File: src/rtl/mux_scan_ctrl_if.sv
// Bundles the scan controller's control, mux feedback and frame handoff signals.
// The master side drives requests and the mux output; the slave side is the controller.
interface mux_scan_ctrl_if;
   logic       start;
   logic       auto;
   logic [3:0] ch_en;
   logic       y;
   logic       out_ready;
   logic [1:0] sel;
   logic       busy;
   logic [3:0] frame;
   logic       frame_valid;

   modport master (
      output start, auto, ch_en, y, out_ready,
      input  sel, busy, frame, frame_valid
   );

   modport slave (
      input  start, auto, ch_en, y, out_ready,
      output sel, busy, frame, frame_valid
   );
endinterface

File: src/rtl/mux_scan_ctrl.sv
// Steps a 4x1 mux select through the enabled channels, lets each settle for DWELL
// cycles, samples the mux output into a frame and hands the frame to a consumer.
module mux_scan_ctrl #(
   parameter int unsigned DWELL = 2
) (
   input  logic           clk,
   input  logic           rst_n,
   mux_scan_ctrl_if.slave bus
);

   typedef enum logic [1:0] {IDLE, SETTLE, SAMPLE, DONE} state_t;

   localparam logic [3:0] DWELL_LAST = 4'(DWELL - 1);

   state_t     state, state_next;
   logic [1:0] sel_q, sel_next;
   logic [3:0] mask, mask_next;
   logic [3:0] frame_q, frame_next;
   logic [3:0] dwell_cnt, dwell_next;
   logic       busy_q, busy_next;
   logic       valid_q, valid_next;
   logic       launch;
   logic       more_after_sel;
   logic [2:0] sel_plus_one;

   function automatic logic any_from(input logic [3:0] m, input logic [2:0] from);
      logic found;
      found = 1'b0;
      for (int i = 0; i < 4; i++) begin
         if (i >= int'(from) && m[i]) found = 1'b1;
      end
      return found;
   endfunction

   function automatic logic [1:0] first_from(input logic [3:0] m, input logic [2:0] from);
      logic [1:0] idx;
      idx = 2'd0;
      for (int i = 3; i >= 0; i--) begin
         if (i >= int'(from) && m[i]) idx = 2'(i);
      end
      return idx;
   endfunction

   // A frame starts either from IDLE on request or straight out of DONE in auto mode.
   assign launch = (bus.ch_en != 4'b0000) &&
                   ((state == IDLE && bus.start) ||
                    (state == DONE && bus.out_ready && bus.auto));

   assign sel_plus_one   = {1'b0, sel_q} + 3'd1;
   assign more_after_sel = any_from(mask, sel_plus_one);

   always_ff @(posedge clk or negedge rst_n) begin
      if (!rst_n) begin
         state     <= IDLE;
         sel_q     <= 2'b00;
         mask      <= 4'b0000;
         frame_q   <= 4'b0000;
         dwell_cnt <= 4'd0;
         busy_q    <= 1'b0;
         valid_q   <= 1'b0;
      end else begin
         state     <= state_next;
         sel_q     <= sel_next;
         mask      <= mask_next;
         frame_q   <= frame_next;
         dwell_cnt <= dwell_next;
         busy_q    <= busy_next;
         valid_q   <= valid_next;
      end
   end

   always_comb begin
      state_next = state;
      case (state)
         IDLE:   if (launch) state_next = SETTLE;
         SETTLE: if (dwell_cnt == DWELL_LAST) state_next = SAMPLE;
         SAMPLE: state_next = more_after_sel ? SETTLE : DONE;
         DONE:   if (bus.out_ready) state_next = launch ? SETTLE : IDLE;
         default: state_next = IDLE;
      endcase
   end

   // Outputs are computed from the upcoming state so they leave the register together with it.
   always_comb begin
      sel_next   = sel_q;
      mask_next  = mask;
      frame_next = frame_q;
      dwell_next = dwell_cnt;
      busy_next  = (state_next != IDLE);
      valid_next = (state_next == DONE);
      if (launch) begin
         mask_next  = bus.ch_en;
         frame_next = 4'b0000;
         sel_next   = first_from(bus.ch_en, 3'd0);
         dwell_next = 4'd0;
      end else begin
         case (state)
            SETTLE: dwell_next = (dwell_cnt == DWELL_LAST) ? 4'd0 : dwell_cnt + 4'd1;
            SAMPLE: begin
               frame_next[sel_q] = bus.y;
               dwell_next        = 4'd0;
               if (more_after_sel) sel_next = first_from(mask, sel_plus_one);
            end
            default: ;
         endcase
      end
   end

   assign bus.sel         = sel_q;
   assign bus.busy        = busy_q;
   assign bus.frame       = frame_q;
   assign bus.frame_valid = valid_q;

endmodule

File: src/flat_wrapper.sv
// flat-port wrapper written by rule: the top's interface ports become plain ports
module mux_scan_ctrl_flat 
#(
   parameter int unsigned DWELL = 2
)
  (clk, rst_n, bus_start, bus_auto, bus_ch_en, bus_y, bus_out_ready, bus_sel, bus_busy, bus_frame, bus_frame_valid);
  mux_scan_ctrl_if bus_i ();
  input  logic clk;
  input  logic rst_n;
  input wire logic [$bits(bus_i.start)-1:0] bus_start;
  input wire logic [$bits(bus_i.auto)-1:0] bus_auto;
  input wire logic [$bits(bus_i.ch_en)-1:0] bus_ch_en;
  input wire logic [$bits(bus_i.y)-1:0] bus_y;
  input wire logic [$bits(bus_i.out_ready)-1:0] bus_out_ready;
  output wire logic [$bits(bus_i.sel)-1:0] bus_sel;
  output wire logic [$bits(bus_i.busy)-1:0] bus_busy;
  output wire logic [$bits(bus_i.frame)-1:0] bus_frame;
  output wire logic [$bits(bus_i.frame_valid)-1:0] bus_frame_valid;
  assign bus_i.start = bus_start;
  assign bus_i.auto = bus_auto;
  assign bus_i.ch_en = bus_ch_en;
  assign bus_i.y = bus_y;
  assign bus_i.out_ready = bus_out_ready;
  assign bus_sel = bus_i.sel;
  assign bus_busy = bus_i.busy;
  assign bus_frame = bus_i.frame;
  assign bus_frame_valid = bus_i.frame_valid;
  mux_scan_ctrl #(.DWELL(DWELL)) u_core (.clk(clk), .rst_n(rst_n), .bus(bus_i));
endmodule
File: config.mk
export PLATFORM = sky130hd
export DESIGN_NAME = mux_scan_ctrl_flat
export DESIGN_NICKNAME = d
export VERILOG_FILES = /design/src/rtl/mux_scan_ctrl_if.sv /design/src/rtl/mux_scan_ctrl.sv /design/src/flat_wrapper.sv
export SDC_FILE = /design/constraint.sdc
export NUM_CORES = 1
export LEC_CHECK = 0
export CORE_UTILIZATION = 25
export DETAILED_ROUTE_END_ITERATION = 6
export PLACE_DENSITY = 0.41
export SLEW_MARGIN = 25
export SYNTH_ARGS = -nofsm -noshare
export SYNTH_HDL_FRONTEND = slang
export SYNTH_SLANG_ARGS = --single-unit
export TNS_END_PERCENT = 10
File: constraint.sdc
create_clock -name clk -period 2.5 [get_ports clk]
set_clock_uncertainty 0.2 [all_clocks]
set_input_delay 0.5 -clock clk [delete_from_list [all_inputs] [get_ports clk]]
set_output_delay 0.5 -clock clk [all_outputs]
set_load 0.05 [all_outputs]
==> metrics.md <==
| Metric | Value |
|---|---|
| Starting density of the core | `26.1%` |
| Min Tclk post-route | `2330 ps` |
| Area of the mapped netlist | `1050 sq um` |
| Worst-margin pin slew | `545 ps` |
| Power per cell area | `1230 nW/um^2` |
| Resize count post-CTS | `0` |
| Worst-path cell chain | `clkdlybuf4s50_1` |
| EDFF count, synth | `0` |
| CTS Buf Count | `3` |
| Cell variety after synth | `36` |
| Worst path buffer plus inverter count | `1` |
| Final Util | `33.3%` |
| Die area | `4480 sq um` |
| Grt ovf | `0` |
| CP startpoint kind | `flop` |
| CP delay by family, top | `buffers and inverters` |
| Gp weighted congestion | `0.774` |
| Worst Hold Path EP | `u_core.bus.frame[1]$_DFFE_PN0P_` |
| Pin count of the biggest net entering global routing | `18` |
| Synth Instances | `107` |
| Multi-input gate area | `578 sq um` |
| Root Driver | `clkbuf_8` |
| Net Count, Synth | `123` |
| Vias in the first global route | `770` |
| Hold Slack | `331 ps` |
| Non-Filler Instances | `179` |
| Via-to-Cell Ratio | `4.54` |
| Final Max Slew Viols | `0` |
| Worst Path Max Fanout | `10` |
| Hold Fails Final Rpt | `0` |
| Worst hold path class | `flop to flop` |
| WL/cell | `12.6 um` |
| Avg Cell Area, Syn | `9.85 sq um` |
| First DRT Iteration DRCs | `57` |
| Crit Path Class | `flop to output port` |
| ANT nets after route | `0` |
| Slowest stage delay, CP | `860 ps` |
| Min-Delay Path Depth | `2` |
| Reg-to-reg slack, setup | `430 ps` |
| Sequential standard cell area | `425 sq um` |
| CP required | `1800 ps` |
| Slowest CP cell | `clkdlybuf4s50_1` |
| DR pass1 iterations | `4` |
| Peak VDD IR | `462 uV` |
| Syn-to-layout area delta | `27.3%` |
| Inst Count DP | `175` |
| Die height | `66.9 um` |
| Tcrit/Tclk final | `93.1%` |
| Max Root-Sink Buffers | `2` |
| Status | `finished clean` |
| Clock Pin Slew Worst Setup and Hold Paths | `70 ps` |
| Async set-reset flop share out of synthesis | `100%` |
| Residual DRC | `0` |
| Antenna diodes | `0` |
| #FFs+latches synth | `17` |
| R2R cell count | `4` |
| Ys Warns | `0` |
| Antenna violations before repair | `0` |
| First-pass GRT wire length | `3610 um` |
| Sequential area share after synthesis | `40.4%` |
| # port buffers | `17` |
| Total negative setup slack | `0 ps` |
| Most frequent cells in the layout | `clkdlybuf4s50_1 (17), dfrtp_1 (17), nand2_1 (12)` |
| Layout cells sized above 1 | `12.4%` |
| Leakage | `0.589 nW` |
| Chip width | `66.9 um` |
| Count of final setup violators | `0` |
| Fmax | `0.430 GHz` |
| # hold bufs at CTS | `0` |
| Max_slew headroom | `63.7%` |
| Crit. End Element | `output port` |
| H-tree Lvls | `1` |
| Max Cap Viol | `0` |
| Hold Startpoint | `u_core.bus.frame[1]$_DFFE_PN0P_` |
| Routed WL | `2250 um` |
| Reg2reg start | `u_core.state[0]$_DFF_PN0_` |
| RSZ-0062 raised after global routing | `false` |
| Clock Latency Late Sink | `250 ps` |
| Row Count | `23` |
| Gr usage total | `10.9%` |
| Fillers | `427` |
| CTS tree | `built` |
| # clock sinks | `17` |
| Net count, final | `146` |
| RR Endpoint | `u_core.dwell_cnt[0]$_DFFE_PN0P_` |
| # IOs | `18` |
| Setup Buffers After CTS | `0` |
| Via count | `812` |
| Synth Flop Type | `dfrtp_1` |
| Core area | `4030 sq um` |
| Hpwl dp | `1670 um` |
| Data arrival, critical path | `1630 ps` |
[layout make-up]
| type | instances | area share [%] |
|---|---|---|
| Sequential cell | 17 | 31.7 |
| Timing Repair Buffer | 22 | 15.5 |
| Multi-Input combinational cell | 80 | 43.1 |
| Tap cell | 50 | 4.66 |
| Clock buffer | 4 | 3.36 |
| Inverter | 6 | 1.68 |
[power by group]
group / switching (mW) / internal, mW
clock network: 0.0894 / 0.113
registers: 0.130 / 0.386
logic: 0.523 / 0.403
[Yosys cell counts (all sizes together) (2+ instances only)]
library cell,n,area [sq um]
inv,6,22.5
a21oi,7,35.0
nor3b,2,15.0
ha,6,75.1
buf,3,23.8
nor3,3,15.0
nand2,12,45.0
o21ai,2,10.0
nand3b,3,22.5
mux2i,6,60.1
o21bai,2,15.0
nand3,4,25.0
dfrtp,17,425
nor2b,4,25.0
nor2,7,26.3
o22ai,2,12.5
nand2b,5,31.3
[stage by stage]
step,setup slack (ps),total power [mW],instance area (sq um)
CTS,156,1.67,1340
finish,173,1.64,1340
floorplan,597,1.20,1050
detailed placement,321,1.45,1300
global route,86.2,1.77,1340
global placement,324,1.45,1300
[flip-flops by register name (all words and copies together), names as in the netlist]
register,cells
u_core.dwell_cnt,4
u_core.mask,3
u_core.bus.frame_valid,1
u_core.bus.sel,2
u_core.bus.frame,4
u_core.state,2
u_core.bus.busy,1
[per-layer routing]
layer / routed length (um) / part of all wire, % / global-route usage, %
met1: 1110 / 49 / 14.7
met2: 1060 / 47 / 16.8
met3: 63 / 2.8 / 1.54
met4: 19 / 0.84 / 5.59
met5: 0 / 0 / 0
[cells by family (layout without fill, tap and decap cells)]
group	after synthesis	count (layout)	share of synthesized area [%]
buf+inv	10	32	4.75
flops	17	17	40.4
compound gates	24	24	19.4
fa+ha+maj	6	6	7.13
mux	6	6	5.70
simple gates	44	44	22.7
[how the worst max path moves through the flow]
stage,from,to,slack [ps],depth (start not counted)
after global placement,bus_ch_en[0],u_core.bus.sel[0]$_DFFE_PN0P_,320,4
after detailed placement,bus_ch_en[0],u_core.bus.sel[0]$_DFFE_PN0P_,320,4
final,u_core.bus.sel[1]$_DFFE_PN0P_,bus_sel[1],170,1
after CTS,u_core.bus.sel[1]$_DFFE_PN0P_,bus_sel[1],160,1
after floorplan,u_core.state[0]$_DFF_PN0_,u_core.bus.frame_valid$_DFF_PN0_,600,7
after global routing,u_core.bus.sel[1]$_DFFE_PN0P_,bus_sel[1],90,1
Note: power is estimated with default switching activity, not from simulation.
